`src/rtl/display_arbiter.sv`:
```
// display_arbiter: round-robin owner selection for a shared 4-digit display.
// One of three requesters owns the display for at most HOLD_CYCLES cycles,
// followed by BLANK_CYCLES of blanking before the next owner is chosen in IDLE.
// All outputs are registered; ack pulses for one cycle when an ownership ends.
module display_arbiter #(
  parameter logic [31:0] HOLD_CYCLES  = 32'd50000000,
  parameter logic [31:0] BLANK_CYCLES = 32'd1000
) (
  input  logic        clk,
  input  logic        rst,
  input  logic [2:0]  req,
  input  logic [15:0] data0,
  input  logic [15:0] data1,
  input  logic [15:0] data2,
  output logic [2:0]  grant,
  output logic [2:0]  ack,
  output logic [15:0] digits,
  output logic        blank,
  output logic        busy,
  output logic [1:0]  state_dbg
);

  typedef enum logic [1:0] {
    ST_IDLE  = 2'd0,
    ST_SHOW  = 2'd1,
    ST_BLANK = 2'd2
  } state_t;

  state_t      state_q, state_d;
  logic [2:0]  grant_q, grant_d;
  logic [2:0]  ack_q, ack_d;
  logic [15:0] digits_q, digits_d;
  logic        blank_q, blank_d;
  logic        busy_q, busy_d;
  logic [1:0]  last_q, last_d;
  logic [1:0]  owner_q, owner_d;
  logic [31:0] hold_cnt_q, hold_cnt_d;
  logic [31:0] blank_cnt_q, blank_cnt_d;

  logic        win_valid;
  logic [1:0]  win_idx;

  // Digit codes are forwarded untouched, including values above 9.
  function automatic logic [15:0] sel_data(input logic [1:0] idx,
                                           input logic [15:0] d0,
                                           input logic [15:0] d1,
                                           input logic [15:0] d2);
    case (idx)
      2'd0:    sel_data = d0;
      2'd1:    sel_data = d1;
      2'd2:    sel_data = d2;
      default: sel_data = 16'h0000;
    endcase
  endfunction

  // Round-robin pick: scan last+3, last+2, last+1 so the closest successor wins.
  always_comb begin
    win_valid = 1'b0;
    win_idx   = 2'd0;
    for (int k = 3; k >= 1; k--) begin
      int cand;
      cand = (int'(last_q) + k) % 3;
      if (req[cand]) begin
        win_valid = 1'b1;
        win_idx   = 2'(cand);
      end
    end
  end

  // Next-state and registered-output computation for the IDLE/SHOW/BLANK FSM.
  always_comb begin
    state_d     = state_q;
    grant_d     = grant_q;
    ack_d       = 3'b000;
    digits_d    = digits_q;
    blank_d     = blank_q;
    busy_d      = busy_q;
    last_d      = last_q;
    owner_d     = owner_q;
    hold_cnt_d  = hold_cnt_q;
    blank_cnt_d = blank_cnt_q;
    case (state_q)
      ST_IDLE: begin
        grant_d  = 3'b000;
        digits_d = 16'h0000;
        blank_d  = 1'b1;
        busy_d   = 1'b0;
        if (win_valid) begin
          state_d    = ST_SHOW;
          grant_d    = 3'b001 << win_idx;
          owner_d    = win_idx;
          last_d     = win_idx;
          digits_d   = sel_data(win_idx, data0, data1, data2);
          hold_cnt_d = HOLD_CYCLES - 32'd1;
          blank_d    = 1'b0;
          busy_d     = 1'b1;
        end
      end
      ST_SHOW: begin
        // Expiry and release may coincide; both take this single exit path,
        // so only one ack pulse is produced.
        if ((hold_cnt_q == 32'd0) || !req[owner_q]) begin
          state_d     = ST_BLANK;
          ack_d       = grant_q;
          grant_d     = 3'b000;
          digits_d    = 16'h0000;
          blank_d     = 1'b1;
          busy_d      = 1'b1;
          blank_cnt_d = BLANK_CYCLES - 32'd1;
        end else begin
          digits_d   = sel_data(owner_q, data0, data1, data2);
          blank_d    = 1'b0;
          hold_cnt_d = hold_cnt_q - 32'd1;
        end
      end
      ST_BLANK: begin
        grant_d  = 3'b000;
        digits_d = 16'h0000;
        blank_d  = 1'b1;
        if (blank_cnt_q == 32'd0) begin
          state_d = ST_IDLE;
          busy_d  = 1'b0;
        end else begin
          blank_cnt_d = blank_cnt_q - 32'd1;
          busy_d      = 1'b1;
        end
      end
      default: begin
        state_d  = ST_IDLE;
        grant_d  = 3'b000;
        digits_d = 16'h0000;
        blank_d  = 1'b1;
        busy_d   = 1'b0;
      end
    endcase
  end

  // State registers; reset aborts any ownership without an ack.
  always_ff @(posedge clk) begin
    if (rst) begin
      state_q     <= ST_IDLE;
      grant_q     <= 3'b000;
      ack_q       <= 3'b000;
      digits_q    <= 16'h0000;
      blank_q     <= 1'b1;
      busy_q      <= 1'b0;
      last_q      <= 2'd2;
      owner_q     <= 2'd0;
      hold_cnt_q  <= 32'd0;
      blank_cnt_q <= 32'd0;
    end else begin
      state_q     <= state_d;
      grant_q     <= grant_d;
      ack_q       <= ack_d;
      digits_q    <= digits_d;
      blank_q     <= blank_d;
      busy_q      <= busy_d;
      last_q      <= last_d;
      owner_q     <= owner_d;
      hold_cnt_q  <= hold_cnt_d;
      blank_cnt_q <= blank_cnt_d;
    end
  end

  assign grant     = grant_q;
  assign ack       = ack_q;
  assign digits    = digits_q;
  assign blank     = blank_q;
  assign busy      = busy_q;
  assign state_dbg = state_q;

endmodule

```
`config.mk`:
```
export PLATFORM = sky130hd
export DESIGN_NAME = display_arbiter
export DESIGN_NICKNAME = d
export VERILOG_FILES = /design/src/rtl/display_arbiter.sv
export SDC_FILE = /design/constraint.sdc
export NUM_CORES = 1
export LEC_CHECK = 0
export ABC_AREA = 1
export BUFFER_PORTS_ARGS = -buffer_cell sky130_fd_sc_hd__clkbuf_2
export CAP_MARGIN = 20
export CORE_AREA = 2 2 206 107
export CTS_CLUSTER_DIAMETER = 200
export CTS_CLUSTER_SIZE = 8
export DETAILED_ROUTE_END_ITERATION = 10
export DIE_AREA = 0 0 208 109
export SLEW_MARGIN = 15
export SYNTH_ARGS = -nofsm -noshare
export SYNTH_HDL_FRONTEND = slang
export SYNTH_SLANG_ARGS = --single-unit
```
`constraint.sdc`:
```
create_clock -name clk -period 1.85 [get_ports clk]
set_input_delay 0.4625 -clock clk [delete_from_list [all_inputs] [get_ports clk]]
set_output_delay 0.4625 -clock clk [all_outputs]
set_load 0.01 [all_outputs]
```
== Yosys cells after proc, flatten, opt, wreduce, memory -nomap -nowiden ==
Cells that the tools add are included.
Word-level totals
  register bits after elaboration: 94
  latch bits: 0
  memory bits (writable): 0
  memory bits (read-only): 0
  output and inout bits: 26
  word-level logic and storage cells: 92
  memories kept: 0
Cells by class
  add/subtract/negate cells: 5
  $mul: 0
  divide/modulo/power cells: 3
  order comparisons: 4
  eq/ne operators: 11
  shifts and indexed selects: 1
  muxes and demuxes: 42
  bitwise operators: 2
  reduce and logical (&&, ||, !) cells: 14
Operator list (count)
  $mux 32: 4
  $pmux 32 s2: 2
  $lt 32x4->1 const B: 3
  $mod 32x3->32 const B: 3
  $pmux 16 s3: 2
  $logic_not 32->1: 2
  $sub 32x1->32 const B: 2
  $mux 16: 2
  $pmux 16 s2: 1
  $mux 1: 15
  $mux 2: 6
  $ne 2x2->1 const B: 5
  $reduce_and 3->1: 3
  $bmux 1 s2: 4
  $add 2x2->3 const B: 2
  $eq 2x1->1 const B: 3
  $eq 2x2->1 const B: 3
  $logic_not 2->1: 3
  $mux 3: 2
  $pmux 2 s3: 1
  $pmux 3 s2: 1
  $reduce_bool 2->1: 2
  $add 2x1->3 const B: 1
  $lt 2x3->1 const B: 1
  other kinds (8): 9

== Logic depth before layout (Yosys ltp) ==
Gate-level depths: netlist of the first run.
  word-level depth: 12
  mapped depth: 17
  mapped depth without buffers: 16

== Worst setup path before layout of the first run ==
Ideal clock, no wire load.
  path kind: reg-to-reg
  start point: register last_q[0]
  end point: register digits_q[0] (netlist: digits[0])
  setup time: 132 ps
  arrival: 1829 ps
  path slack: -111 ps
  stages on the path, launching flop included: 16
  period minus slack after synthesis: 1961 ps
  cell sequence: dfxtp_1 > inv_1 > ha_1 > inv_2 > nand2_1 > nand3_1 > nand2_1 > inv_1 > nand2_1 > nand2_2 > clkinv_1 > buf_2 > nand3_1 > nand2_1 > nand2_1 > a21oi_1
On the way
  longest elaborated chain between the ends: 12
  elaborated cells between the ends (all ways): 27
  those cells by class: add/sub: 3; div: 3; eq/ne: 2; mux: 18; reduce/logical: 1
Ends and longest elaborated chain
  from (decl): line 35  | logic [1:0] last_q, last_d;
  from (signal assigned): line 158  | last_q <= last_d;
  $add 2x2->3: line 62  | cand = (int'(last_q) + k) % 3;
  $mod 32x3->32: line 62
  $bmux 1 s2: line 63  | if (req[cand]) begin
  $mux 1 (implied by the code) (2 in series): line 63
  $mux 2 (3 in series): line 63
  $eq 2x2->1 (tied with other cells): line 48  | case (idx)
  $pmux 16 s3: line 48
  $mux 16 (*): line 88  | if (win_valid) begin
  $pmux 16 s2 (*): line 82  | case (state_q)
  to (signal assigned): line 155  | digits_q <= digits_d;
  to (decl): line 32  | logic [15:0] digits_q, digits_d;
Every way passes the cells marked *; elsewhere a longest branch is shown, timed or not. The select of a mux whose other input is x is not followed.
A chain may end at the register's enable or synchronous reset.

== Worst setup path after layout of the first run ==
  start point: register last_q[0]
  end point: register hold_cnt_q[11]
On the way
  longest elaborated chain between the ends: 10
  elaborated cells between the ends (all ways): 20
  those cells by class: add/sub: 3; div: 3; eq/ne: 1; mux: 12; reduce/logical: 1
Ends and longest elaborated chain
  $add 2x2->3: line 62
  $mod 32x3->32: line 62
  $bmux 1 s2: line 63
  $mux 1 (implied by the code) (2 in series): line 63
  $mux 1 (2 in series): line 63
  $mux 1 (*): line 63
  $ne 2x2->1 (no line) (*)
  $reduce_and 3->1 (no line) (*)
  to (signal assigned): line 160  | hold_cnt_q <= hold_cnt_d;
  to (decl): line 37  | logic [31:0] hold_cnt_q, hold_cnt_d;
Marks and branches as above.

==> summary by stage, run 1 <==
Run status
The run finished, with violations left. The final reports fail on negative setup slack.

Setup path
The maximum fanout encountered on the critical timing path is 7. The critical path's slowest cell is sky130_fd_sc_hd__dfxtp_4. The signal arrival time at the worst endpoint is 2200 ps. Grouping stages by cell kind, the critical path spends the most delay in buffers and inverters. At the worst endpoint, the required time is ~2100 ps. The worst stage delay on the critical path is 370 ps.

The critical path goes through inv_4, ha_4, inv_6, nand2_4, nand3_4, nand2_4, inv_4, nand3_4, nand2_8, buf_12, clkbuf_16, nand3_2, a21oi_1. The worst setup path is of the reg2reg kind. Counting both buffers and inverters, the worst setup path holds a total of 5. STA classifies the critical path startpoint as a register. The nature of the critical path endpoint is a register.

Layout
After the last flow step, the layout net total stands at approximately 1.3k. In the final layout, the multi-input gates occupy 4550 um^2. At the end of the flow the core is filled with cells to approximately 44%. Registers take 1880 um^2.

Compared with the post-synthesis result, the final layout area differs by 49.3%. Leaving out filler cells and counting taps, the final layout contains about 1.5k. Cells with a size suffix above 1 make up between 30% and 40% of the layout. The final-layout fill cell count is between 2k and 2.5k. The repair_antennas step left the layout with diodes totalling 0.

Clock network
TritonCTS built the clock tree. The total number of clock tree sinks is 93. The CTS clock-pin slew for the worst setup and hold paths is around 80 ps. Clock latency on the worst-skew pair, taken at its later pin, is between 300 and 400 ps. The root buffer selected by CTS is sky130_fd_sc_hd__clkbuf_16. The H-tree generated during clock tree synthesis spans 3 levels.

The number of buffers inserted during clock tree synthesis is 9. The worst-case clock buffer depth is 2. Hold repair after CTS inserted 0 buffers.

Synth
The netlist uses 32 different library cells. Dividing the synthesized area by the synthesized cell count gives between 5 and 6 um^2. For this run, the register share of the synthesized area comes to 30.2%. The number of synthesized register bits is just over 90. The post-synthesis cell area is roughly 6000 um^2. Counting every net in the synthesized netlist gives roughly 1.1k.

The Yosys step of the flow raised 0 warnings. The gate count after technology mapping is approximately 1.0k.

Detailed routing
After detailed routing, the number of remaining DRC violations is 0. In the routed layout, each cell is associated on average with a via count of about 4.9. The detailed router's first-iteration violation count is around 690.

The number of vias after detailed routing is ~7.4k. The final wirelength is approximately 24000 um. Dividing the detail-routed wire length by the instance count gives between 15 and 20 um. The detail route stage leaves a number of antenna-violating nets equal to 0. The detailed-routing iteration count for the pre-antenna-repair pass is 5.

Die
After floorplanning, the core was sized to cover approximately 21000 um^2. For this configuration, the core starts out at a cell density of ~29%. The die area is between 20000 and 25000 um^2. Measured along the x axis, the die boundary spans about 210 um. Pin placement for this block handled 79 I/O pins. The total number of placement rows is 38. In this run the vertical extent of the chip is around 110 um.

Global route
The pin count of the biggest net entering global routing is 62. The first global-routing pass estimated around 34000 um of wire. The number of global-route vias before repair is ~6.4k.

The initial antenna violation count was 0. In the global route stage, overall resource usage came out at between 10% and 20%. The final global-route overflow total is 0.

Place
The count of input and output buffers is just under 80. The post-placement cell count is about 1.5k. Summed over all nets, the half-perimeter wirelength after detailed placement is roughly 15000 um. The minimum setup slack after placement is -84.4 ps.

The global placer's final weighted congestion is about 0.93.

STA
At the pin with the least slew margin, the transition time is around 340 ps. For the final database, setup skew stands at 13.8 ps. Derived from the worst setup path, the maximum achievable clock frequency is ~520 MHz. In the post-route analysis, the smallest setup slack over all paths is -59.5 ps.

The final worst-path cycle share is 103%. Setup repair after global routing could not meet its margin everywhere. The final-report hold violation count is 0.

The number of pins exceeding their max-slew limit in the final report came to 0. The worst-case hold slack is roughly 450 ps. The total setup violations reported at the end of the flow is 40. In the final timing run, aggregate negative setup slack is -997 ps. The final period demand of the worst path is roughly 1900 ps. The worst slew slack as a fraction of its limit is ~77%.

Power and ir drop
For this design the static power due to leakage is 4.27 nW. The total power divided by cell area is just over 2000 nW/um^2. IR analysis of the VDD net gives a maximum drop of between 0.9 and 1 mV.

Job
The count of max-cap constraint violations is 0.

Hold path
The min-delay analysis places its worst path in the category in2reg.
[state kept, by name, summed over array words and instances, names as in the netlist]
| register | count |
|---|---|
| blank | 1 |
| busy | 1 |
| state_dbg | 2 |
| digits | 16 |
| grant | 3 |
| owner_q | 1 |
| hold_cnt_q | 32 |
| ack | 3 |
| last_q | 2 |
| blank_cnt_q | 32 |
[path summary, 6_finish.rpt]
check             startpoint        endpoint  slack [ps]  cells past startpoint
setup / recovery   last_q[0]  hold_cnt_q[11]         -60                     13
hold / removal      data0[6]       digits[6]         450                      5
setup reg to reg   last_q[0]  hold_cnt_q[11]         -60                     13
hold reg to reg     grant[1]          ack[1]         470                      2
[worst min-delay path, stage by stage]
cell	delay (ps)
sky130_fd_sc_hd__clkbuf_2	90
sky130_fd_sc_hd__nand3_1	70
sky130_fd_sc_hd__nand2_1	50
sky130_fd_sc_hd__nand2_1	60
sky130_fd_sc_hd__a21oi_1	50
[per-stage QoR]
| stage | area, um^2 | power [mW] |
|---|---|---|
| after floorplan | 6220 | 9.32 |
| after global placement | 7570 | 12.6 |
| after detailed placement | 7570 | 12.7 |
| after CTS | 8060 | 15.6 |
| after global routing | 9220 | 20.1 |
| final | 9220 | 18.9 |
[cells in the final DEF (no fill, tap or decap), types with 3 or more instances in the layout]
cell type                   instances
sky130_fd_sc_hd__nand2_1          293
sky130_fd_sc_hd__nor2_1           135
sky130_fd_sc_hd__nand3_1          115
sky130_fd_sc_hd__buf_4             92
sky130_fd_sc_hd__dfxtp_1           82
sky130_fd_sc_hd__clkbuf_2          77
sky130_fd_sc_hd__a21oi_1           67
sky130_fd_sc_hd__inv_1             52
sky130_fd_sc_hd__nand2_2           32
sky130_fd_sc_hd__nor2_2            27
sky130_fd_sc_hd__nand3_2           26
sky130_fd_sc_hd__xor2_1            26
sky130_fd_sc_hd__clkbuf_16         21
sky130_fd_sc_hd__a21oi_2           17
sky130_fd_sc_hd__or2_2             17
sky130_fd_sc_hd__inv_2             14
sky130_fd_sc_hd__nand2_4           14
sky130_fd_sc_hd__xnor2_1           12
sky130_fd_sc_hd__buf_6             12
sky130_fd_sc_hd__buf_12            12
sky130_fd_sc_hd__nor2_4            10
sky130_fd_sc_hd__dfxtp_2            9
sky130_fd_sc_hd__nand2_8            7
sky130_fd_sc_hd__nand3_4            6
sky130_fd_sc_hd__nand4_1            6
sky130_fd_sc_hd__o21ai_0            5
sky130_fd_sc_hd__ha_4               4
sky130_fd_sc_hd__inv_4              3
sky130_fd_sc_hd__inv_6              3
sky130_fd_sc_hd__inv_8              3
sky130_fd_sc_hd__o21ai_2            3
[layer usage]
metal  up-vias  global-route usage, %  part of all wire, %
met3        29                   5.76                  9.8
li1       3677                      -                    -
met4         0                   3.44                  1.0
met2       307                   23.8                   38
met1      3419                   30.0                   52
met5         -                      0                    0
[what timing repair did]
action	4_1_cts	5_1_grt
endpoints found under the setup margin	82	87
gates resized for setup	30	198
pin swaps	7	74
setup buffers	2	14
gates cloned	2	16
[cell usage after synthesis]
cell | instances | area, um^2
sky130_fd_sc_hd__buf_1 | 1 | 3.75
sky130_fd_sc_hd__nand3_1 | 145 | 726
sky130_fd_sc_hd__o211ai_1 | 1 | 7.51
sky130_fd_sc_hd__inv_1 | 68 | 255
sky130_fd_sc_hd__nor2_2 | 3 | 18.8
sky130_fd_sc_hd__o21ai_0 | 7 | 35.0
sky130_fd_sc_hd__buf_2 | 13 | 65.1
sky130_fd_sc_hd__nand3_2 | 1 | 10.0
sky130_fd_sc_hd__nand2_1 | 339 | 1270
sky130_fd_sc_hd__buf_6 | 7 | 78.8
sky130_fd_sc_hd__xnor2_1 | 12 | 105
sky130_fd_sc_hd__nand4_1 | 6 | 37.5
sky130_fd_sc_hd__ha_1 | 7 | 87.6
sky130_fd_sc_hd__nor2_4 | 1 | 11.3
sky130_fd_sc_hd__nand3_4 | 1 | 17.5
sky130_fd_sc_hd__nor2_1 | 168 | 631
sky130_fd_sc_hd__clkinv_1 | 2 | 7.51
sky130_fd_sc_hd__nor3_1 | 1 | 5.00
sky130_fd_sc_hd__nand2_4 | 2 | 22.5
sky130_fd_sc_hd__nand2_2 | 3 | 18.8
sky130_fd_sc_hd__o21ai_1 | 1 | 5.00
sky130_fd_sc_hd__clkbuf_1 | 18 | 67.6
sky130_fd_sc_hd__dfxtp_1 | 93 | 1860
sky130_fd_sc_hd__inv_2 | 4 | 15.0
sky130_fd_sc_hd__nor3b_1 | 1 | 7.51
sky130_fd_sc_hd__o21bai_1 | 1 | 7.51
sky130_fd_sc_hd__xor2_1 | 26 | 228
sky130_fd_sc_hd__or2_2 | 17 | 106
sky130_fd_sc_hd__a21oi_1 | 85 | 425
sky130_fd_sc_hd__or2_1 | 1 | 6.26
sky130_fd_sc_hd__buf_4 | 3 | 22.5
sky130_fd_sc_hd__a31oi_1 | 1 | 6.26
[layout make-up]
type	instances	share of cell area, %
well taps	280	3.80
clock inverters	6	1.02
inverters	74	3.36
clock buffers	9	2.44
repair buffers	208	19.6
flip-flops and latches	93	20.4
multi-input cells	832	49.3
[cell families (layout without fill, tap and decap cells)]
family	after synthesis	in the layout	synth area share, %
adder cells (fa/ha/maj)	7	7	1.42
AO/OA/AOI/OAI	96	96	7.88
flip-flops	93	93	30.2
buffers and inverters	116	297	8.35
XOR/XNOR	38	38	5.39
AND/OR/NAND/NOR	689	691	46.8
[power by group]
part	internal, mW	switching [mW]	total, mW	leakage, nW
Clock	1.20	0.924	2.12	0.158
Combinational	5.85	8.00	13.9	3.35
Sequential	2.51	0.387	2.90	0.764
Total	9.56	9.31	18.9	4.27
Note: power is estimated with default switching activity, not from simulation.
==> run 2, diff against run 1 <==
==> constraint.sdc (replaced) <==
create_clock -name clk -period 1.9 [get_ports clk]
set_input_delay 0.475 -clock clk [delete_from_list [all_inputs] [get_ports clk]]
set_output_delay 0.475 -clock clk [all_outputs]
set_load 0.01 [all_outputs]
==> summary by stage, run 2 (same netlist as run 1, synthesis figures left out) <==
Clock network
TritonCTS built the clock tree. The clock tree synthesis step divided the H-tree into 3 levels. The count of hold buffers inserted by post-cts repair is 0. The number of buffers inserted during clock tree synthesis is 9. The CTS clock-pin slew for the worst setup and hold paths is around 80 ps.

The worst-case clock buffer depth is 2. The root buffer selected by CTS is sky130_fd_sc_hd__clkbuf_16. The tree built by TritonCTS fans out to 93 sinks. The clock latency reported for the late side of the worst-skew pair is between 300 and 400 ps.

Run status
The flow ran to the end, and the final reports show no timing, DRC or antenna violations.

Power and ir drop
Sequential cells account for between 10% and 20% of the total power. The fraction of power spent switching nets is between 40 and 50%. Power spread over the standard cell area amounts to roughly 2000 nW/um^2. The clock network power share is a little over a tenth. The highest ir drop seen on vdd is ~0.8 mV. The combinational power share is approximately 73%.

Cell internal power was estimated by the tool at 8.69 mW. The net switching power is approximately 8.6 mW. Summed over all cells, the static leakage comes to around 4.1 nW.

Global route
The first global-routing pass estimated 33900 um of wire. The total overflow left after global routing is 0. The initial antenna violation count is 0. The pin count of the biggest net entering global routing is 84.

The number of global-route vias before repair is around 6.5k. Global routing consumed, over all layers together, about a fifth of the routing resources.

STA
The maximum clock frequency is about 530 MHz. The worst slew slack as a fraction of its limit is a little under three quarters. The final worst-path cycle share is 99.2%. At the pin with the least slew margin, the transition time is ~440 ps.

Setup repair after global routing could not meet its margin everywhere. The number of pins exceeding their max-slew limit in the final report is 0. The final period demand of the worst path is 1880 ps. The post-route clock skew is 15.8 ps.

The total setup violations reported at the end of the flow is 0. The final-report hold violation count is 0.

Hold path
The min-delay analysis places its worst path in the category in2reg. The worst hold path terminates at digits[4]. The launch instance of the worst min-delay path is data0[4].

The worst hold path passes through 5 cells.

Place
Buffers placed on the I/O ports in this run total 78. The total placed instance area is around 7500 um^2. The congestion estimate from routability-driven global placement came to about 0.93. The post-DP HPWL is between 10000 and 15000 um.

Setup path
Data on the critical path arrives at its endpoint at ~2100 ps. The worst setup path is captured at a register. The maximum fanout encountered on the critical timing path is 5. The data required time of the worst path is 2140 ps.

The worst reg-to-reg setup slack is 20 ps. The critical path class is reg2reg. STA classifies the critical path startpoint as a register. For the worst flop-to-flop path, the logic depth is 12. The worst flop-to-flop path startpoint is last_q[0].

The end of the worst register-to-register path is hold_cnt_q[4].

Layout
The antenna cell count is 0. The finished cells cover 8710 um^2. The utilization of the core after routing is between 40 and 50%. In the layout the commonest cells are sky130_fd_sc_hd__nand2_1 (301), sky130_fd_sc_hd__nor2_1 (139), sky130_fd_sc_hd__nand3_1 (130), sky130_fd_sc_hd__dfxtp_1 (88), sky130_fd_sc_hd__buf_4 (84). The most frequent standard cell in the layout excluding fill and tap cells is sky130_fd_sc_hd__nand2_1.

The share of cells above drive strength 1 is 29.6%. The number of nets in the final layout is approximately 1.3k. The area growth from synthesis to layout is 41.1%.

Detailed routing
Across all layers, the routed design uses 7358 vias. After detailed routing, the number of vias per cell comes to 4.93. The detailed router's first-iteration violation count is 799. The routed design has between 20000 and 25000 um of wire. The count of nets left with antenna violations once routing finished came out at 0. After detailed routing, the number of remaining DRC violations is 0. The pre-antenna-repair detailed-routing pass consisted of 5 iterations.

The average wire per cell in the routed design is between 15 and 20 um.

Die
The die extent in x is approximately 210 um. The core region area is around 21000 um^2. The die span in y is between 100 and 150 um. The die covers between 20000 and 25000 um^2. The starting density of the core is between 20% and 30%. The I/O pin total is 79. In this run the core area contains 38 standard-cell rows.

Job
Max-cap violations in this run came to 0.
run 2: critical path, stage by stage, from the launching register on:
cell and delay, ps:
sky130_fd_sc_hd__dfxtp_2 340, sky130_fd_sc_hd__inv_2 50, sky130_fd_sc_hd__ha_4 280, sky130_fd_sc_hd__inv_4 50
sky130_fd_sc_hd__buf_6 110, sky130_fd_sc_hd__a21oi_4 160, sky130_fd_sc_hd__nand3_2 120, sky130_fd_sc_hd__nand2_4 90
sky130_fd_sc_hd__buf_8 140, sky130_fd_sc_hd__nand2_8 90, sky130_fd_sc_hd__clkbuf_16 180, sky130_fd_sc_hd__nand2_1 60
sky130_fd_sc_hd__a21oi_1 50
run 2: layout make-up:
class | count | area [um^2]
Clock buffer | 9 | 225
Clock inverter | 7 | 67.6
Fill cell | 2173 | 12300
Inverter | 74 | 295
Multi-Input combinational cell | 833 | 4290
Sequential cell | 93 | 1870
Tap cell | 280 | 350
Timing Repair Buffer | 195 | 1620
run 2: power groups by stage:
stage                     logic, mW  registers [mW]  clock network [mW]
after floorplan                6.14            2.83                   0
after global routing           13.6            2.89                2.01
after global placement         9.60            2.77                   0
after detailed placement       9.65            2.77                   0
final                          12.6            2.84                1.87
after CTS                      10.2            2.76                1.91
run 2: how the worst max path moves through the flow:
stage,cells after the start,start,slack (ps),end
after floorplan,12,last_q[0],-50,hold_cnt_q[10]
after CTS,14,last_q[0],6,hold_cnt_q[7]
final,12,last_q[0],20,hold_cnt_q[4]
after global routing,13,last_q[1],-80,digits[5]
after detailed placement,14,last_q[0],-120,digits[1]
after global placement,14,last_q[0],-90,digits[14]
run 2: through the flow:
| stage | cells | TNS [ps] | hold WS, ps | power (mW) | worst slack (ps) |
|---|---|---|---|---|---|
| 3_5_place_dp | 1447 | -4410 | 457 | 12.4 | -118 |
| 2_1_floorplan | 1039 | -911 | 436 | 8.97 | -45.5 |
| 5_1_grt | 1491 | -2760 | 477 | 18.5 | -77.9 |
| 4_1_cts | 1466 | 0 | 439 | 14.9 | 5.84 |
| 3_3_place_gp | 1447 | -1890 | 448 | 12.4 | -85.8 |
| 6_report | 1491 | 0 | 452 | 17.3 | 16.1 |
run 2: per-layer routing:
layer | track usage (%) | wire length, um
met5 | 0 | 0
met4 | 3.75 | 171
met3 | 5.47 | 2470
met2 | 23.7 | 8440
met1 | 30.4 | 11900
run 2: timing repair:
item	4_1_cts	5_1_grt
hold endpoints to repair	0	0
gates cloned	2	9
gates resized for setup	25	133
buffers inserted	1	16
pin swaps	3	42
setup endpoints to repair	82	87
==> run 3, diff against run 2 <==
--- a/config.mk
+++ b/config.mk
@@ -8,11 +8,12 @@
 export ABC_AREA = 1
 export BUFFER_PORTS_ARGS = -buffer_cell sky130_fd_sc_hd__clkbuf_2
 export CAP_MARGIN = 20
-export CORE_AREA = 2 2 206 107
+export CORE_AREA = 2 2 161 84
 export CTS_CLUSTER_DIAMETER = 200
 export CTS_CLUSTER_SIZE = 8
 export DETAILED_ROUTE_END_ITERATION = 10
-export DIE_AREA = 0 0 208 109
+export DIE_AREA = 0 0 163 86
+export PLACE_DENSITY = 0.69
 export SLEW_MARGIN = 15
 export SYNTH_ARGS = -nofsm -noshare
 export SYNTH_HDL_FRONTEND = slang
==> summary by stage, run 3 (same netlist as run 1, synthesis figures left out) <==
Power and ir drop
The total power divided by cell area is around 1900 nW/um^2. The fraction of power spent switching nets is between 40% and 50%. The internal power contribution is 8.06 mW. The share of total power dissipated in the clock network is between 10% and 20%.

The net switching power is a little under 8 mW. The combinational power share is a little under three quarters. The sequential power share is between 10% and 20%. The worst-case IR drop observed on VDD is a little under 1 mV. The leakage power is between 3 and 4 nW. The overall power after layout is 15.9 mW.

Clock network
The total number of H-tree levels is 3. The later pin in the worst-skew pair is clocked with a latency of approximately 350 ps. The total number of clock tree sinks is 93.

TritonCTS built the clock tree. The CTS clock-pin slew for the worst setup and hold paths is 60 ps. The worst-case clock buffer depth is 2. Buffers inserted during clock tree synthesis total 9. The root buffer selected by CTS is sky130_fd_sc_hd__clkbuf_16.

Global route
The final global-route overflow total is 0. The pin count of the biggest net entering global routing is 44. The number of global-route vias before repair is 6300. The first global-routing pass estimated just under 30000 um of wire. Global routing used 26.1% of the available tracks. The initial antenna violation count is 0.

STA
Setup repair after global routing could not meet its margin everywhere. The worst slew slack as a fraction of its limit is just over 60%. The worst path in the final design needs a cycle of approximately 1900 ps, including I/O delays and setup.

The final-report hold violation count is 0. For the final database, setup skew stands at between 10 and 15 ps. The total setup violations reported at the end of the flow is 0.

After layout, the worst path uses 99.0% of the clock period. The slew at the pin closest to its max-slew limit is roughly 580 ps. The number of pins exceeding their max-slew limit in the final report is 0. The maximum clock frequency is around 530 MHz.

Setup path
The startpoint class of the critical path is a register. The critical path's most frequent cell is sky130_fd_sc_hd__nand2_1. The endpoint identified for the worst register-to-register timing path is digits[0].

STA puts the critical path data required time at around 2100 ps. STA puts the critical path data arrival time at 2090 ps. The worst register-to-register path begins at last_q[0]. The critical path goes through inv_2, ha_4, inv_6, nand2_1, nand3_2, nand2_4, inv_2, nand2_2, nand2_4, clkbuf_16, nand2_2, nand2_1, inv_1, nand2_1, nand2_1, a21oi_1. The largest single stage delay on the critical path is between 300 and 400 ps. The cell family contributing the most delay on the critical path is simple AND/OR/NAND/NOR gates. The critical path's slowest cell is sky130_fd_sc_hd__dfxtp_2. The critical path starts at last_q[0].

Along the worst path, the maximum fanout reaches 8. The critical path contains buffers and inverters numbering 5 combined. The cell count of the worst reg-to-reg path is 16. The nature of the critical path endpoint is a register. Across all register-to-register paths, the minimum setup slack is around 19 ps. The critical path class is reg2reg.

Hold path
The path with the worst hold slack has its endpoint at ack[1]. The worst hold path passes through 2 cells. The path type of the worst min-delay path is reg2reg. The startpoint identified for the worst hold timing path is grant[1].

Detailed routing
The average wire per cell in the routed design is approximately 15 um. The final antenna-violating net count is 0. In the routed layout, each cell is associated on average with a via count of around 5.3.

The number of DRC violations after detailed routing is 0. For this block, the initial DRC count from the detailed router was between 500 and 600. The detailed-routing iteration count for the pre-antenna-repair pass is 5. The final wirelength is between 20000 and 25000 um. The final route contains about 7.2k vias.

Layout
The final instance area is about 8200 um^2. Leaving out fill and tap cells, the most frequent cells in the layout are sky130_fd_sc_hd__nand2_1 (296), sky130_fd_sc_hd__nor2_1 (149), sky130_fd_sc_hd__nand3_1 (140), sky130_fd_sc_hd__dfxtp_1 (87), sky130_fd_sc_hd__a21oi_1 (79). The area added between synthesis and finish is 32.5%. The repair_antennas step left the layout with diodes totalling 0.

The net count of the finished layout is about 1.2k. The share of cells above drive strength 1 is 26.5%. The count of cells in the finished layout, fillers not included, comes to around 1.3k.

The most frequent standard cell in the layout excluding fill and tap cells is sky130_fd_sc_hd__nand2_1.

Run status
The run finished with clean final reports.

Die
The core region area is approximately 13000 um^2. The initial utilization of the core area, before any placement, comes to around half. From left edge to right edge, the die measures 163 um.

The floorplan has 29 rows. The die area is ~14000 um^2. The I/O pin total is a little under 80. The die span in y is between 80 and 90 um.

Job
The count of max-cap constraint violations is 0.

Place
Buffers placed on the I/O ports in this run total just under 80. Once placement completed, the tool counted placed cells totaling approximately 1.3k. The global placer's final weighted congestion is approximately 0.95. In this run the cell area measured after placement is 7110 um^2. The post-DP HPWL is 12900 um.
-- run 3: cell count changes in the layout (fill, tap and decap cells not counted), moves of 5 or more --
cell                      change
sky130_fd_sc_hd__nor2_2       -7
sky130_fd_sc_hd__buf_12       -5
sky130_fd_sc_hd__nand3_1     +10
sky130_fd_sc_hd__buf_4       -22
sky130_fd_sc_hd__nand2_1      -5
sky130_fd_sc_hd__nand3_2     -10
sky130_fd_sc_hd__nor2_1      +10
-- run 3: timing repair --
item	in CTS	in global routing
gates resized for setup	12	127
buffers inserted	0	12
cloned	0	12
pin swaps	1	36
setup endpoints to repair	52	88
hold buffers	0	0
-- run 3: layout make-up --
| class | count | area [um^2] |
|---|---|---|
| fillers | 1125 | 4340 |
| inverters | 74 | 300 |
| clock inverters | 4 | 48.8 |
| clock buffers | 11 | 243 |
| multi-input cells | 832 | 4170 |
| well taps | 170 | 213 |
| flip-flops and latches | 93 | 1870 |
| repair buffers | 165 | 1340 |
-- run 3: metal layers --
metal	vias up	part of all wire, %	global-route usage (%)
met2	246	49	45.8
met1	3329	43	33.4
met5	-	0	0
met3	48	5.8	4.45
met4	0	2.3	7.48
li1	3574	-	-
-- run 3: worst max path at each step --
stage | to | slack, ps | depth (start not counted)
floorplan | hold_cnt_q[10] | -50 | 12
global placement | hold_cnt_q[13] | -100 | 12
detailed placement | hold_cnt_q[3] | -130 | 12
CTS | hold_cnt_q[0] | -9 | 10
global route | hold_cnt_q[31] | -70 | 9
finish | digits[0] | 20 | 16
-- run 3: per-stage QoR --
step / TNS [ps] / worst slack [ps] / util (%) / hold WS (ps)
floorplan: -911 / -45.5 / - / 436
global placement: -3310 / -105 / 56.8 / 446
detailed placement: -3500 / -130 / 56.8 / 455
CTS: -13.6 / -9.20 / 59.6 / 472
global route: -2700 / -69.5 / 65.4 / 493
finish: 0 / 19.5 / 65.4 / 475
-- run 3: power by group through the flow --
| stage | registers (mW) | clock network [mW] | logic (mW) |
|---|---|---|---|
| floorplan | 2.83 | 0 | 6.14 |
| global placement | 2.76 | 0 | 8.81 |
| detailed placement | 2.77 | 0 | 8.89 |
| CTS | 2.74 | 1.85 | 9.11 |
| global route | 2.85 | 1.92 | 12.3 |
| finish | 2.81 | 1.81 | 11.3 |
-- run 3: tightest hold or removal path, stage by stage, from the launching register on --
cell and delay, ps:
sky130_fd_sc_hd__dfxtp_1 340, sky130_fd_sc_hd__inv_1 60, sky130_fd_sc_hd__nor2_1 40
